## src/rtl/uart_tx_buffered.sv

```systemverilog
// UART transmitter with a small input FIFO. Frames are start, LSB-first data,
// optional parity and one or two stop bits. Every bit lasts one baud tick interval.
module uart_tx_buffered #(
  parameter int DataWidth = 8,
  parameter int FifoDepth = 4
) (
  input  logic                             clk_i,
  input  logic                             rst_i,
  input  logic                             tick_i,
  input  logic                             valid_i,
  output logic                             ready_o,
  input  logic [DataWidth-1:0]             data_i,
  input  logic [1:0]                       cfg_parity_i,
  input  logic                             cfg_stop2_i,
  output logic                             txd_o,
  output logic                             busy_o,
  output logic [$clog2(FifoDepth+1)-1:0]   level_o
);

  localparam int PtrW = $clog2(FifoDepth);
  localparam int LvlW = $clog2(FifoDepth + 1);
  localparam int CntW = $clog2(DataWidth + 1);
  localparam logic [LvlW-1:0] LevelFull = LvlW'(FifoDepth);
  localparam logic [CntW-1:0] LastCount = CntW'(DataWidth);

  typedef enum logic [2:0] {
    S_IDLE,
    S_START,
    S_DATA,
    S_PARITY,
    S_STOP
  } state_t;

  // ---------------------------------------------------------------- FIFO
  logic [DataWidth-1:0] mem_q [FifoDepth];
  logic [PtrW-1:0]      wr_ptr_q, wr_ptr_d;
  logic [PtrW-1:0]      rd_ptr_q, rd_ptr_d;
  logic [LvlW-1:0]      level_q, level_d;
  logic                 push;
  logic                 pop;
  logic                 fifo_empty;
  logic [DataWidth-1:0] head_word;

  // ready depends on the registered level only, so a full FIFO refuses a
  // push even in the cycle the transmitter pops from it.
  assign ready_o    = (level_q != LevelFull);
  assign push       = valid_i && ready_o;
  assign fifo_empty = (level_q == '0);
  assign head_word  = mem_q[rd_ptr_q];
  assign level_o    = level_q;

  // Pointer and occupancy next-state; pointers wrap naturally (power-of-two depth).
  always_comb begin
    wr_ptr_d = wr_ptr_q;
    rd_ptr_d = rd_ptr_q;
    level_d  = level_q;
    if (push) begin
      wr_ptr_d = wr_ptr_q + 1'b1;
    end
    if (pop) begin
      rd_ptr_d = rd_ptr_q + 1'b1;
    end
    case ({push, pop})
      2'b10:   level_d = level_q + 1'b1;
      2'b01:   level_d = level_q - 1'b1;
      default: level_d = level_q;
    endcase
  end

  // FIFO pointer/level registers; reset empties the queue.
  always_ff @(posedge clk_i or posedge rst_i) begin
    if (rst_i) begin
      wr_ptr_q <= '0;
      rd_ptr_q <= '0;
      level_q  <= '0;
    end else begin
      wr_ptr_q <= wr_ptr_d;
      rd_ptr_q <= rd_ptr_d;
      level_q  <= level_d;
    end
  end

  // Storage array; contents need no reset because level gates every read.
  always_ff @(posedge clk_i) begin
    if (push) begin
      mem_q[wr_ptr_q] <= data_i;
    end
  end

  // ---------------------------------------------------------------- serialiser
  state_t               state_q, state_d;
  logic [DataWidth-1:0] shift_q, shift_d;
  logic [CntW-1:0]      count_q, count_d;
  logic                 par_en_q, par_en_d;
  logic                 par_bit_q, par_bit_d;
  logic                 stop2_q, stop2_d;
  logic                 stop_due_q, stop_due_d;
  logic                 txd_q, txd_d;
  logic                 load_frame;

  assign txd_o  = txd_q;
  assign busy_o = (state_q != S_IDLE);

  // Next-state logic; nothing moves except on a baud tick.
  always_comb begin
    state_d    = state_q;
    shift_d    = shift_q;
    count_d    = count_q;
    par_en_d   = par_en_q;
    par_bit_d  = par_bit_q;
    stop2_d    = stop2_q;
    stop_due_d = stop_due_q;
    txd_d      = txd_q;
    load_frame = 1'b0;

    if (tick_i) begin
      case (state_q)
        S_IDLE: begin
          if (!fifo_empty) begin
            load_frame = 1'b1;
          end
        end
        S_START: begin
          txd_d   = shift_q[0];
          shift_d = shift_q >> 1;
          count_d = CntW'(1);
          state_d = S_DATA;
        end
        S_DATA: begin
          if (count_q < LastCount) begin
            txd_d   = shift_q[0];
            shift_d = shift_q >> 1;
            count_d = count_q + 1'b1;
          end else if (par_en_q) begin
            txd_d   = par_bit_q;
            state_d = S_PARITY;
          end else begin
            txd_d      = 1'b1;
            stop_due_d = stop2_q;
            state_d    = S_STOP;
          end
        end
        S_PARITY: begin
          txd_d      = 1'b1;
          stop_due_d = stop2_q;
          state_d    = S_STOP;
        end
        S_STOP: begin
          if (stop_due_q) begin
            // second stop bit: line stays high for one more interval
            stop_due_d = 1'b0;
          end else if (!fifo_empty) begin
            load_frame = 1'b1;
          end else begin
            txd_d   = 1'b1;
            state_d = S_IDLE;
          end
        end
        default: begin
          txd_d   = 1'b1;
          state_d = S_IDLE;
        end
      endcase
    end

    // Starting a frame: take the head word and freeze the line config for it.
    if (load_frame) begin
      shift_d    = head_word;
      par_en_d   = (cfg_parity_i == 2'b01) || (cfg_parity_i == 2'b10);
      par_bit_d  = (cfg_parity_i == 2'b10) ? ~(^head_word) : (^head_word);
      stop2_d    = cfg_stop2_i;
      stop_due_d = 1'b0;
      count_d    = '0;
      txd_d      = 1'b0;
      state_d    = S_START;
    end
  end

  assign pop = load_frame;

  // Serialiser state; reset abandons any frame and drives the line high at once.
  always_ff @(posedge clk_i or posedge rst_i) begin
    if (rst_i) begin
      state_q    <= S_IDLE;
      shift_q    <= '0;
      count_q    <= '0;
      par_en_q   <= 1'b0;
      par_bit_q  <= 1'b0;
      stop2_q    <= 1'b0;
      stop_due_q <= 1'b0;
      txd_q      <= 1'b1;
    end else begin
      state_q    <= state_d;
      shift_q    <= shift_d;
      count_q    <= count_d;
      par_en_q   <= par_en_d;
      par_bit_q  <= par_bit_d;
      stop2_q    <= stop2_d;
      stop_due_q <= stop_due_d;
      txd_q      <= txd_d;
    end
  end

endmodule

```

## config.mk

```make
export PLATFORM = sky130hd
export DESIGN_NAME = uart_tx_buffered
export DESIGN_NICKNAME = d
export VERILOG_FILES = /design/src/rtl/uart_tx_buffered.sv
export SDC_FILE = /design/constraint.sdc
export NUM_CORES = 1
export LEC_CHECK = 0
export CAP_MARGIN = 20
export CORE_MARGIN = 1.5
export CORE_UTILIZATION = 50
export DETAILED_ROUTE_END_ITERATION = 6
export GPL_TIMING_DRIVEN = 0
export PLACE_DENSITY = 0.73
export SLEW_MARGIN = 0
export SYNTH_ARGS = -nofsm -noshare
export SYNTH_HDL_FRONTEND = slang
export SYNTH_SLANG_ARGS = --single-unit
```

## constraint.sdc

```tcl
create_clock -name clk_i -period 2.2 [get_ports clk_i]
set_input_delay 0.22 -clock clk_i [delete_from_list [all_inputs] [get_ports clk_i]]
set_output_delay 0.22 -clock clk_i [all_outputs]
set_load 0.01 [all_outputs]
```

==> flow_summary.ini, run 1 <==
[setup_path]
critPathCaptureType = flip-flop
r2r_end = level_o[2]
r2r_slack_ns = 0.13
critPathKind = flip-flop to flip-flop
required_ns = 2.46
crit_arrival_ns = 2.33
cp-start-kind = flip-flop
r2r_cells = 11
cp_max_fo = 6
r2r_start = state_q[2]

[grt]
antenna_found_initial = 0
grt_pass1_wl_mm = 8.583
use_met3_pct = 4.048
use_met2_pct = 31.59
grt-ovfl-total = 0
grt_pass1_vias = 1801
grt_busiest_layer = met2
gr-usage-all-layers_pct = 19.26
gr-usage-met1_pct = 23.92
grt_max_degree = 28

[sta]
period_minus_slack_ns = 2.074
max_slew.worst_pin.slew_ns = 0.4891
setup_viol = 0
final_max_slew_viol_count = 0
finalCritPeriodShare_pct = 94.26
fmax_mhz = 482.2
slew_headroom_pct = 67.14
setup_ws_ns = 0.1262
hold_viol = 0
skew_ns = 0.006918

[min_path]
worst_hold_path_type = primary input to asynchronous set/reset pin

[cells_and_area]
finalNonFillerCells = 316
drive_gt1_share_pct = 19.51
antennaDiodeCount = 0
layout.nets = 264
synthToLayoutAreaGrowth_pct = 22.51

[yosys]
avgSynthCellArea_um2 = 13.16
ys_ff_latch = 59
synth_cell_types = 42
ys_warn_count = 0
yosys-top-cells-count = 32 x edfxtp_1, 26 x dfrtp_1, 24 x nand2_1
synth_top_area_share_pct = 35.28
synth-edff-count = 32
post-synth-top-count-cell = edfxtp_1
synth_cells = 207
synth_top_area_cell = edfxtp_1
ys_seq_area_share_pct = 60.13
synthArstFlopShare_pct = 45.76
synth_area_leaders = edfxtp_1 35%, dfrtp_1 24%, mux4_1 3.9%
synth-main-ff-cell = edfxtp_1
syn-cell-area_um2 = 2724
syn_nets = 230

[clocking]
path_clk_slew_ns = 0.07
clk_latency_ns = 0.34
clockBufferDepth = 2
clock-sinks = 59
cts_root_buf = clkbuf_8
cts_made_buffers = 9
cts_tree = built
hold_buffers = 0
htree_levels = 3

[floorplanning]
fp-row-count = 26
chipWidth_um = 76.81
start_util_pct = 52.66
dieArea_um2 = 5900
die_h_um = 76.81
num_io_pins = 21
coreArea_um2 = 5172

[placed_design]
portBuffers = 20
post-place-ws_ns = -0.2625
gp_congestion = 0.8041
placed_cells = 297
dp_hpwl_mm = 3.510

[pwr]
power_frac_comb_pct = 42.1
p_per_area_nw_per_um2 = 1479
p_int_w = 0.003209
leakage_nw = 1.320
pwr-share-clk_pct = 22.7
switchingPower_w = 0.001727
irDropWorstVdd_mv = 0.8510
seqPwrFrac_pct = 35.2
p_sw_share_pct = 34.99

[routing]
viasPerCell = 5.541
vias = 1751
drt_wl_total_mm = 5.204
route.detailed.drc = 0
avgRoutedWirePerCell_um = 16.47
drt_iter0_markers = 85
drtPass1Iterations = 4
ant_nets = 0

[status]
status = finished clean

[run]
cap_violations = 0
logic make-up (layout without fill, tap and decap cells):
| kind of cell | after synthesis | in the layout | synth area share [%] |
|---|---|---|---|
| flops | 59 | 59 | 60.13 |
| mux | 10 | 10 | 7.947 |
| buf+inv | 24 | 63 | 3.858 |
| simple gates | 51 | 51 | 8.820 |
| fa+ha+maj | 8 | 8 | 3.950 |
| compound gates | 42 | 42 | 10.34 |
| xor+xnor | 13 | 13 | 4.961 |
placed cells by master, fill, tap and decap left out, drive strengths merged, types with 2 or more instances in the layout:
master          n
nand2b          2
a21oi          12
nor2            7
and2            3
clkdlybuf4s50  20
bufinv          2
dfrtp          26
xnor2           8
nand3           2
inv            14
and3            5
o32ai           2
mux4            8
edfxtp         32
nand3b          2
a31oi           3
buf            11
o21ai           9
clkinvlp        2
clkbuf         12
a41oi           8
nand2          24
xor2            4
nor3            3
clkinv          2
a32o            2
ha              7
worst max path at each step:
stage | depth (start not counted) | startpoint | slack [ns] | to
3_5_place_dp | 10 | tick_i | -0.26 | level_o[2]
5_1_grt | 11 | state_q[2] | -0.006 | level_o[2]
2_1_floorplan | 12 | state_q[2] | 0.01 | level_o[2]
3_3_place_gp | 10 | tick_i | -0.23 | level_o[2]
4_1_cts | 11 | state_q[0] | 0.004 | level_o[2]
6_report | 11 | state_q[2] | 0.13 | level_o[2]
state kept, by name (all words and copies together), names as in the netlist:
name        count
level_o         3
stop_due_q      1
txd_o           1
rd_ptr_q        2
stop2_q         1
par_en_q        1
shift_q         8
count_q         4
mem_q          32
state_q         3
wr_ptr_q        2
par_bit_q       1
worst max-delay path, cell delays in order (launching register included):
cell and delay, ns:
dfrtp_2 0.41, and2_4 0.18, nor2_2 0.10, nand3_2 0.10, inv_2 0.11, buf_8 0.12
ha_2 0.18, inv_1 0.05, fa_2 0.33, xor2_1 0.14, nor2_1 0.13, xor2_1 0.15
what timing repair did:
item | CTS | global route
resized for setup | 4 | 11
endpoints found under the hold margin | 0 | 0
pin swaps | 1 | 2
setup buffers | 3 | 1
setup endpoints to repair | 2 | 2
power groups by stage:
stage	clock [W]	combinational [W]	sequential (W)
2_1_floorplan	0	0.00152	0.00169
3_3_place_gp	0	0.00196	0.00170
3_5_place_dp	0	0.00201	0.00172
4_1_cts	0.00113	0.00206	0.00170
5_1_grt	0.00118	0.00228	0.00178
6_report	0.00112	0.00208	0.00174
stage by stage:
| stage | TNS, ns | hold slack [ns] | total power, W | utilization [%] | cell area [um2] |
|---|---|---|---|---|---|
| finish | 0 | 0.1690 | 0.004935 | 64.51 | 3337 |
| global route | -0.006381 | 0.2148 | 0.005236 | 64.51 | 3337 |
| CTS | 0 | 0.4157 | 0.004892 | 63.28 | 3273 |
| detailed placement | -0.3284 | 0.4639 | 0.003728 | 58.39 | 3020 |
| global placement | -0.2493 | 0.4601 | 0.003662 | 58.39 | 3020 |
| floorplan | 0 | 0.2720 | 0.003210 | - | 2733 |
metal layers:
| metal | vias up | wire length, um |
|---|---|---|
| li1 | 830 | - |
| met1 | 867 | 2326 |
| met2 | 43 | 2582 |
| met3 | 11 | 174 |
| met4 | 0 | 121 |
| met5 | - | 0 |
cell type report:
class | count | area (um2)
Multi-Input combinational cell | 124 | 1016
Timing Repair Buffer | 25 | 257.7
Clock inverter | 7 | 101.3
Fill cell | 393 | 1836
Sequential cell | 59 | 1640
Inverter | 13 | 48.80
Buffer | 9 | 61.31
Clock buffer | 9 | 123.9
Tap cell | 70 | 87.58
Power figures use the tool's default switching activity.
==> inputs of run 2 (changes only) <==
Settings changed: PLACE_DENSITY 0.73 to 0.74.
==> flow_summary.ini, run 2 (synthesis results as in run 1) <==
[cells_and_area]
reg_top3 = mem_q x32, shift_q x8, count_q x4
multi_input_area_um2 = 1022
largest-register = mem_q
final_cell_area_um2 = 3323
largest_reg_flops = 32
synthToLayoutAreaGrowth_pct = 22.00
finalNonFillerCells = 315
drive_gt1_share_pct = 19.18
nFillCells = 372
final-seq-area_um2 = 1640
layout.nets = 263
layout_common_cells = 32 x edfxtp_1, 24 x nand2_1, 24 x dfrtp_1, 20 x clkdlybuf4s50_1, 12 x a21oi_1
antennaDiodeCount = 0
layout_commonest_cell = edfxtp_1

[sta]
final_max_slew_viol_count = 0
hold_viol = 0
finalCritPeriodShare_pct = 96.14
rsz0062_at_grt = false
max_slew.worst_pin.slew_ns = 0.4900
skew_ns = 0.007475
setup_viol = 0
fmax_mhz = 472.8
setup_ws_ns = 0.08488
period_minus_slack_ns = 2.115
slew_headroom_pct = 67.08

[clocking]
clk_latency_ns = 0.34
clockBufferDepth = 2
cts_tree = built
cts_made_buffers = 9
clock-sinks = 59
htree_levels = 3
cts_root_buf = clkbuf_8
path_clk_slew_ns = 0.07

[floorplanning]
dieArea_um2 = 5900
start_util_pct = 52.66
fp-row-count = 26
num_io_pins = 21
chipWidth_um = 76.81
coreArea_um2 = 5172
die_h_um = 76.81

[grt]
grt_pass1_wl_mm = 8.245
grt_max_degree = 28
grt_pass1_vias = 1691
antenna_found_initial = 0
grt-ovfl-total = 0
gr-usage-all-layers_pct = 18.70

[routing]
drt_iter0_markers = 147
avgRoutedWirePerCell_um = 15.68
vias = 1750
viasPerCell = 5.556
drt_wl_total_mm = 4.938
route.detailed.drc = 0
ant_nets = 0
drtPass1Iterations = 4

[setup_path]
r2r_cells = 11
required_ns = 2.46
crit_arrival_ns = 2.37
r2r_end = level_o[2]
critPathKind = flip-flop to flip-flop
cp-start-kind = flip-flop
cp_max_fo = 10
r2r_slack_ns = 0.08
critPathCaptureType = flip-flop
r2r_start = state_q[2]

[placed_design]
post-place-ws_ns = -0.2821
place_area_um2 = 3020
portBuffers = 20
gp_congestion = 0.8273
dp_hpwl_mm = 3.261
placed_cells = 297

[pwr]
p_per_area_nw_per_um2 = 1469
irDropWorstVdd_mv = 0.7476
power_w = 0.004881
leakage_nw = 1.314

[min_path]
worst_hold_path_type = primary input to asynchronous set/reset pin

[run]
cap_violations = 0

[status]
status = finished clean
[run 2: cell types whose count changed in the layout (fill, tap and decap cells not counted), moves of 2 or more]
cell | previous run | this run
clkinv_2 | 0 | 2
inv_2 | 1 | 3
buf_4 | 5 | 3
clkinv_4 | 2 | 0
inv_1 | 12 | 10
[run 2: critical path: stages (launching register included)]
cell     delay, ns
dfrtp_2       0.41
and2_4        0.17
nor2_2        0.11
nand3_2       0.11
inv_2         0.11
buf_6         0.15
ha_4          0.15
inv_1         0.05
fa_1          0.36
xor2_1        0.15
nor2_1        0.11
xor2_1        0.15
[run 2: layer usage]
| metal | global-route usage (%) | vias to the layer above | share of wire, % |
|---|---|---|---|
| li1 | - | 834 | - |
| met1 | 23.16 | 845 | 42 |
| met2 | 29.12 | 59 | 49 |
| met3 | 7.262 | 12 | 6.8 |
| met4 | 8.148 | 0 | 1.7 |
| met5 | 0 | - | 0 |
[run 2: layout make-up]
cell class	count	share of cell area [%]
Sequential cell	59	49.36
Multi-Input combinational cell	124	30.76
Timing Repair Buffer	24	7.530
Clock buffer	11	4.255
Tap cell	70	2.636
Clock inverter	5	2.334
Buffer	9	1.657
Inverter	13	1.468
[run 2: per-stage QoR]
step	setup TNS (ns)	util (%)	hold slack [ns]
4_1_cts	0	63.28	0.3994
2_1_floorplan	0	-	0.2720
6_report	0	64.25	0.1163
5_1_grt	0	64.25	0.1395
3_3_place_gp	-0.2596	58.39	0.4612
3_5_place_dp	-0.3513	58.39	0.4667
[run 2: report_power, final]
part           switching, W  internal (W)
Sequential         0.000213       0.00154
Combinational       0.00103       0.00102
Clock              0.000418      0.000664
[run 2: what timing repair did]
item                                    4_1_cts  5_1_grt
gates resized for setup                       7        7
pin swaps                                     1        0
buffers inserted                              3        0
hold buffers                                  0        0
endpoints found under the setup margin        2        2
cloned                                        0        0
[run 2: worst max-delay path by stage]
stage,start,endpoint,slack [ns],cells past startpoint
CTS,state_q[2],level_o[2],0.007,11
global placement,tick_i,level_o[2],-0.23,10
finish,state_q[2],level_o[2],0.08,11
detailed placement,tick_i,level_o[2],-0.28,10
global route,state_q[2],level_o[2],0.003,11
floorplan,state_q[2],level_o[2],0.01,12
==> patch 1: new RTL, flow settings as in run 2 <==
`shift_q` no longer has a reset.
--- a/src/rtl/uart_tx_buffered.sv
+++ b/src/rtl/uart_tx_buffered.sv
@@ -182,7 +182,6 @@
   always_ff @(posedge clk_i or posedge rst_i) begin
     if (rst_i) begin
       state_q    <= S_IDLE;
-      shift_q    <= '0;
       count_q    <= '0;
       par_en_q   <= 1'b0;
       par_bit_q  <= 1'b0;
@@ -191,7 +190,6 @@
       txd_q      <= 1'b1;
     end else begin
       state_q    <= state_d;
-      shift_q    <= shift_d;
       count_q    <= count_d;
       par_en_q   <= par_en_d;
       par_bit_q  <= par_bit_d;
@@ -201,5 +199,9 @@
     end
   end
 
+  always_ff @(posedge clk_i) begin
+    shift_q <= shift_d;
+  end
+
 endmodule
 
Behaviour: no difference found for any inputs over 10 cycles, from zero or initial values and one cycle with rst_i high; that may be too few to reach the edited logic, so the function may still have changed.
==> patch 1 against run 2 <==
- worst setup slack improved by 0.0098 ns
- routed wire length is 4.2% lower
- total power grew 1.3%
- final cell count down 3.8%
- critical path type unchanged
- area after synthesis decreased by 1.1%
- sequential cell count unchanged
- sequential share of layout area rose by 1.2 points
- combinational power grew 4%
- worst hold slack gained 0.19 ns
- cell area barely moved
==> patch 1: results (changes against run 2) <==
* Outcome: finished clean (unchanged)
* Placed insts at 276 (was 297)
* Vias in the first global route at 1609 (was 1691)
* R2R depth at 10 (was 11)
* Slowest-stage cell, CP: or3_4 (was dfrtp_2)
* Netlist cell types at 44 (was 42)
* Number of synthesized flops with an enable pin at 40 (was 32)
* First-pass GRT wire length at 7600 um (was 8250 um)
* Max-slew headroom at 0.498 (was 0.671)
* Syn avg cell area at 14.5 um^2 (was 13.2 um^2)
* Pleak at 1.30 nW (was 1.31 nW)
* Inverters at 16 (was 13)
* Mux contribution to synthesized area at 0.115 (was 0.0795)
* Crit Reg-Reg Startpoint: level_o[0] (was state_q[2])
* Buffers excl. clock at 38 (was 33)
* DR WL/cell at 15.6 um (was 15.7 um)
* Top Family by Delay on Critical Path: simple AND/OR/NAND/NOR gates (was adder cells)
* Layout Skew at 0.00710 ns (was 0.00748 ns)
* GR Util All Layers at 0.178 (was 0.187)
* Peak supply drop at 0.702 mV (was 0.748 mV)
* DP HPWL at 3200 um (was 3260 um)
* Layout Nets at 251 (was 263)
* Share of layout cells above drive strength 1 at 0.232 (was 0.192)
* Synth Area in XOR/XNOR at 0.0502 (was 0.0496)
* Non-clk buf share at 0.0995 (was 0.0919)
* Filler Cells Inserted at 415 (was 372)
* Worst endpoint data arrival time at 2.33 ns (was 2.37 ns)
* ClkCell Share at 0.0622 (was 0.0659)
* Clk pwr share at 0.211 (was 0.222)
* Largest net degree at the start of global routing at 20 (was 28)
* Count of multi-input gates at 104 (was 124)
==> patch 1: repair_timing <==
action / CTS / global route
pin swaps: 2 / 4
setup buffers: 5 / 7
resized for setup: 3 / 8
setup endpoints to repair: 2 / 1
==> patch 1: per-layer routing <==
metal | global-route usage | vias to the layer above | share of wire
met1 | 0.208 | 760 | 0.43
li1 | - | 767 | -
met5 | 0 | - | 0
met4 | 0.0796 | 0 | 0.014
met2 | 0.291 | 45 | 0.50
met3 | 0.0707 | 7 | 0.058
==> patch 1: stage by stage <==
stage	hold WS, ns	setup TNS (ns)	cell area, um^2	total power, mW	setup slack, ns
after floorplan	0.170	0	2710	3.23	0.0138
after global placement	0.462	-0.240	3000	3.64	-0.163
after detailed placement	0.464	-0.323	3000	3.73	-0.199
after CTS	0.328	0	3240	4.84	0.0111
after global routing	0.386	-0.000733	3320	5.23	-0.000733
final	0.311	0	3320	4.95	0.0947
==> patch 2: new RTL, config.mk and constraints of run 2 <==
Without the edit above. Set the parameter `FifoDepth` to 8 (it was 4).
--- a/src/rtl/uart_tx_buffered.sv
+++ b/src/rtl/uart_tx_buffered.sv
@@ -2,7 +2,7 @@
 // optional parity and one or two stop bits. Every bit lasts one baud tick interval.
 module uart_tx_buffered #(
   parameter int DataWidth = 8,
-  parameter int FifoDepth = 4
+  parameter int FifoDepth = 8
 ) (
   input  logic                             clk_i,
   input  logic                             rst_i,
Ports: changed (resized level_o); port bits go from 21 to 22. The function was not compared with the original's and may differ.
==> patch 2 against run 2 <==
- utilization rose by 0.72 points
- combinational power rose by 65%
- total power rose by 47%
- worst hold slack improved by 0.10 ns
- area after synthesis rose by 51%
- worst setup slack got worse by 0.16 ns
- sequential cell count rose by 35
- clock skew rose by 0.0082 ns
- the run now ends with setup timing left
- routed wire length rose by 62%
- cell area rose by 53%
==> patch 2: results (changes against run 2) <==
* Layout Skew at 0.0157 ns (was 0.00748 ns)
* Pleak at 1.86 nW (was 1.31 nW)
* Clk_lat worst skew at 0.36 ns (was 0.34 ns)
* CTS clk-pin slew, worst paths at 0.10 ns (was 0.07 ns)
* Synth Area in XOR/XNOR at 0.0414 (was 0.0496)
* DR WL/cell at 18.4 um (was 15.7 um)
* Overall via count from detail_route at 2474 (was 1750)
* CP max stage delay at 0.53 ns (was 0.41 ns)
* TNS Setup at -0.142 ns (was 0 ns)
* Filler Cells Inserted at 543 (was 372)
* GR Util All Layers at 0.196 (was 0.187)
* CTS-repair resized insts at 13 (was 7)
* Met2 wire length at 4030 um (was 2420 um)
* GR Util met2 at 0.317 (was 0.291)
* Post-Syn Instances at 275 (was 207)
* Syn Nets at 297 (was 230)
* Top Family by Delay on Critical Path: XOR/XNOR gates (was adder cells)
* Critical path peak fanout at 5 (was 10)
* Synth top cells by count: 64 x edfxtp_1, 29 x dfrtp_1, 27 x nand2_1 (was 32 x edfxtp_1, 26 x dfrtp_1, 24 x nand2_1)
* Layout Nets at 350 (was 263)
* M3 GR Usage at 0.0372 (was 0.0726)
* Setup repair bufs after CTS at 12 (was 3)
* Synth top area cells: edfxtp_1 47%, dfrtp_1 18%, mux4_2 8.8% (was edfxtp_1 35%, dfrtp_1 24%, mux4_1 3.9%)
* Failing checks: setup timing
* Vias in the first global route at 2399 (was 1691)
* Compound-cell area share of the yosys netlist at 0.0672 (was 0.103)
* Post-synthesis adder-cell area fraction at 0.0213 (was 0.0395)
* Number of synthesized flops with an enable pin at 64 (was 32)
* Hold WC Path Type: in -> async (unchanged)
* Met3 WL at 300 um (was 334 um)
* Fraction of registers with async set/reset at 0.319 (was 0.458)
* DRT met1 WL at 3540 um (was 2100 um)
* First-pass GRT wire length at 12600 um (was 8250 um)
* Initial DRC count at 111 (was 147)
* Drt total wl at 8010 um (was 4940 um)
* Outcome: complete, but fails checks (was finished clean)
* RD Place Congestion at 0.812 (was 0.827)
* Place WS at -0.498 ns (was -0.282 ns)
* Placed insts at 400 (was 297)
* Register area share after synthesis at 0.650 (was 0.601)
* M1 GR Usage at 0.267 (was 0.232)
* Largest net degree at the start of global routing at 19 (was 28)
* Max-slew headroom at 0.389 (was 0.671)
* Final Setup Violations at 2 (was 0)
* Share of layout cells above drive strength 1 at 0.297 (was 0.192)
* Setup ws final at -0.0793 ns (was 0.0849 ns)
* Netlist cell types at 46 (was 42)
* Slowest-stage cell, CP: mux4_2 (was dfrtp_2)
* Biggest regs: mem_q (64), shift_q (8) (was mem_q (32), shift_q (8), count_q (4))
* DP HPWL at 4970 um (was 3260 um)
[patch 2: layout make-up]
class,instances,area [um^2],area share
timing repair buffer,43,425,0.0834
sequential,94,2680,0.525
inverter,7,31.3,0.00613
clock inverter,7,83.8,0.0164
tap,102,128,0.0250
multi-input combinational,162,1540,0.302
buffer,11,88.8,0.0174
clock buffer,9,124,0.0243
[patch 2: through the flow]
step	area, um^2	util	hold WS [ns]
3_3_place_gp	4480	0.571	0.455
5_1_grt	5100	0.650	0.209
2_1_floorplan	4150	-	0.310
3_5_place_dp	4540	0.578	0.467
6_report	5100	0.650	0.216
4_1_cts	4890	0.623	0.183
[patch 2: report_power, final]
part           internal [mW]  leakage [nW]  total [mW]  switching, mW
Combinational           1.82         0.810        3.39           1.57
Sequential              2.33         0.951        2.62          0.281
Clock                  0.550         0.103        1.19          0.641
[patch 2: worst paths after layout]
path | endpoint | startpoint | depth (start not counted)
max | par_bit_q | rd_ptr_q[0] | 6
min | wr_ptr_q[2] | rst_i | 2
max reg2reg | par_bit_q | rd_ptr_q[0] | 6
min reg2reg | txd_o | txd_o | 2
max in group asynchronous | rd_ptr_q[1] | rst_i | 3
min in group clk_i | state_q[1] | tick_i | 2
[patch 2: worst register-to-register path, delay by kind of cell, from the launching register on]
family | cells | cell delay [ns]
muxes | 2 | 0.70
buffers and inverters | 1 | 0.14
DFF | 1 | 0.43
AOI/OAI and AO/OA | 1 | 0.13
xor gates and xnor gates | 2 | 0.81
[patch 2: kinds of logic (layout without fill, tap and decap cells)]
logic type	after synthesis	after routing
fa+ha+maj	7	7
flops	94	94
simple gates	69	69
compound gates	47	47
xor+xnor	13	13
mux	26	26
buf+inv	19	77
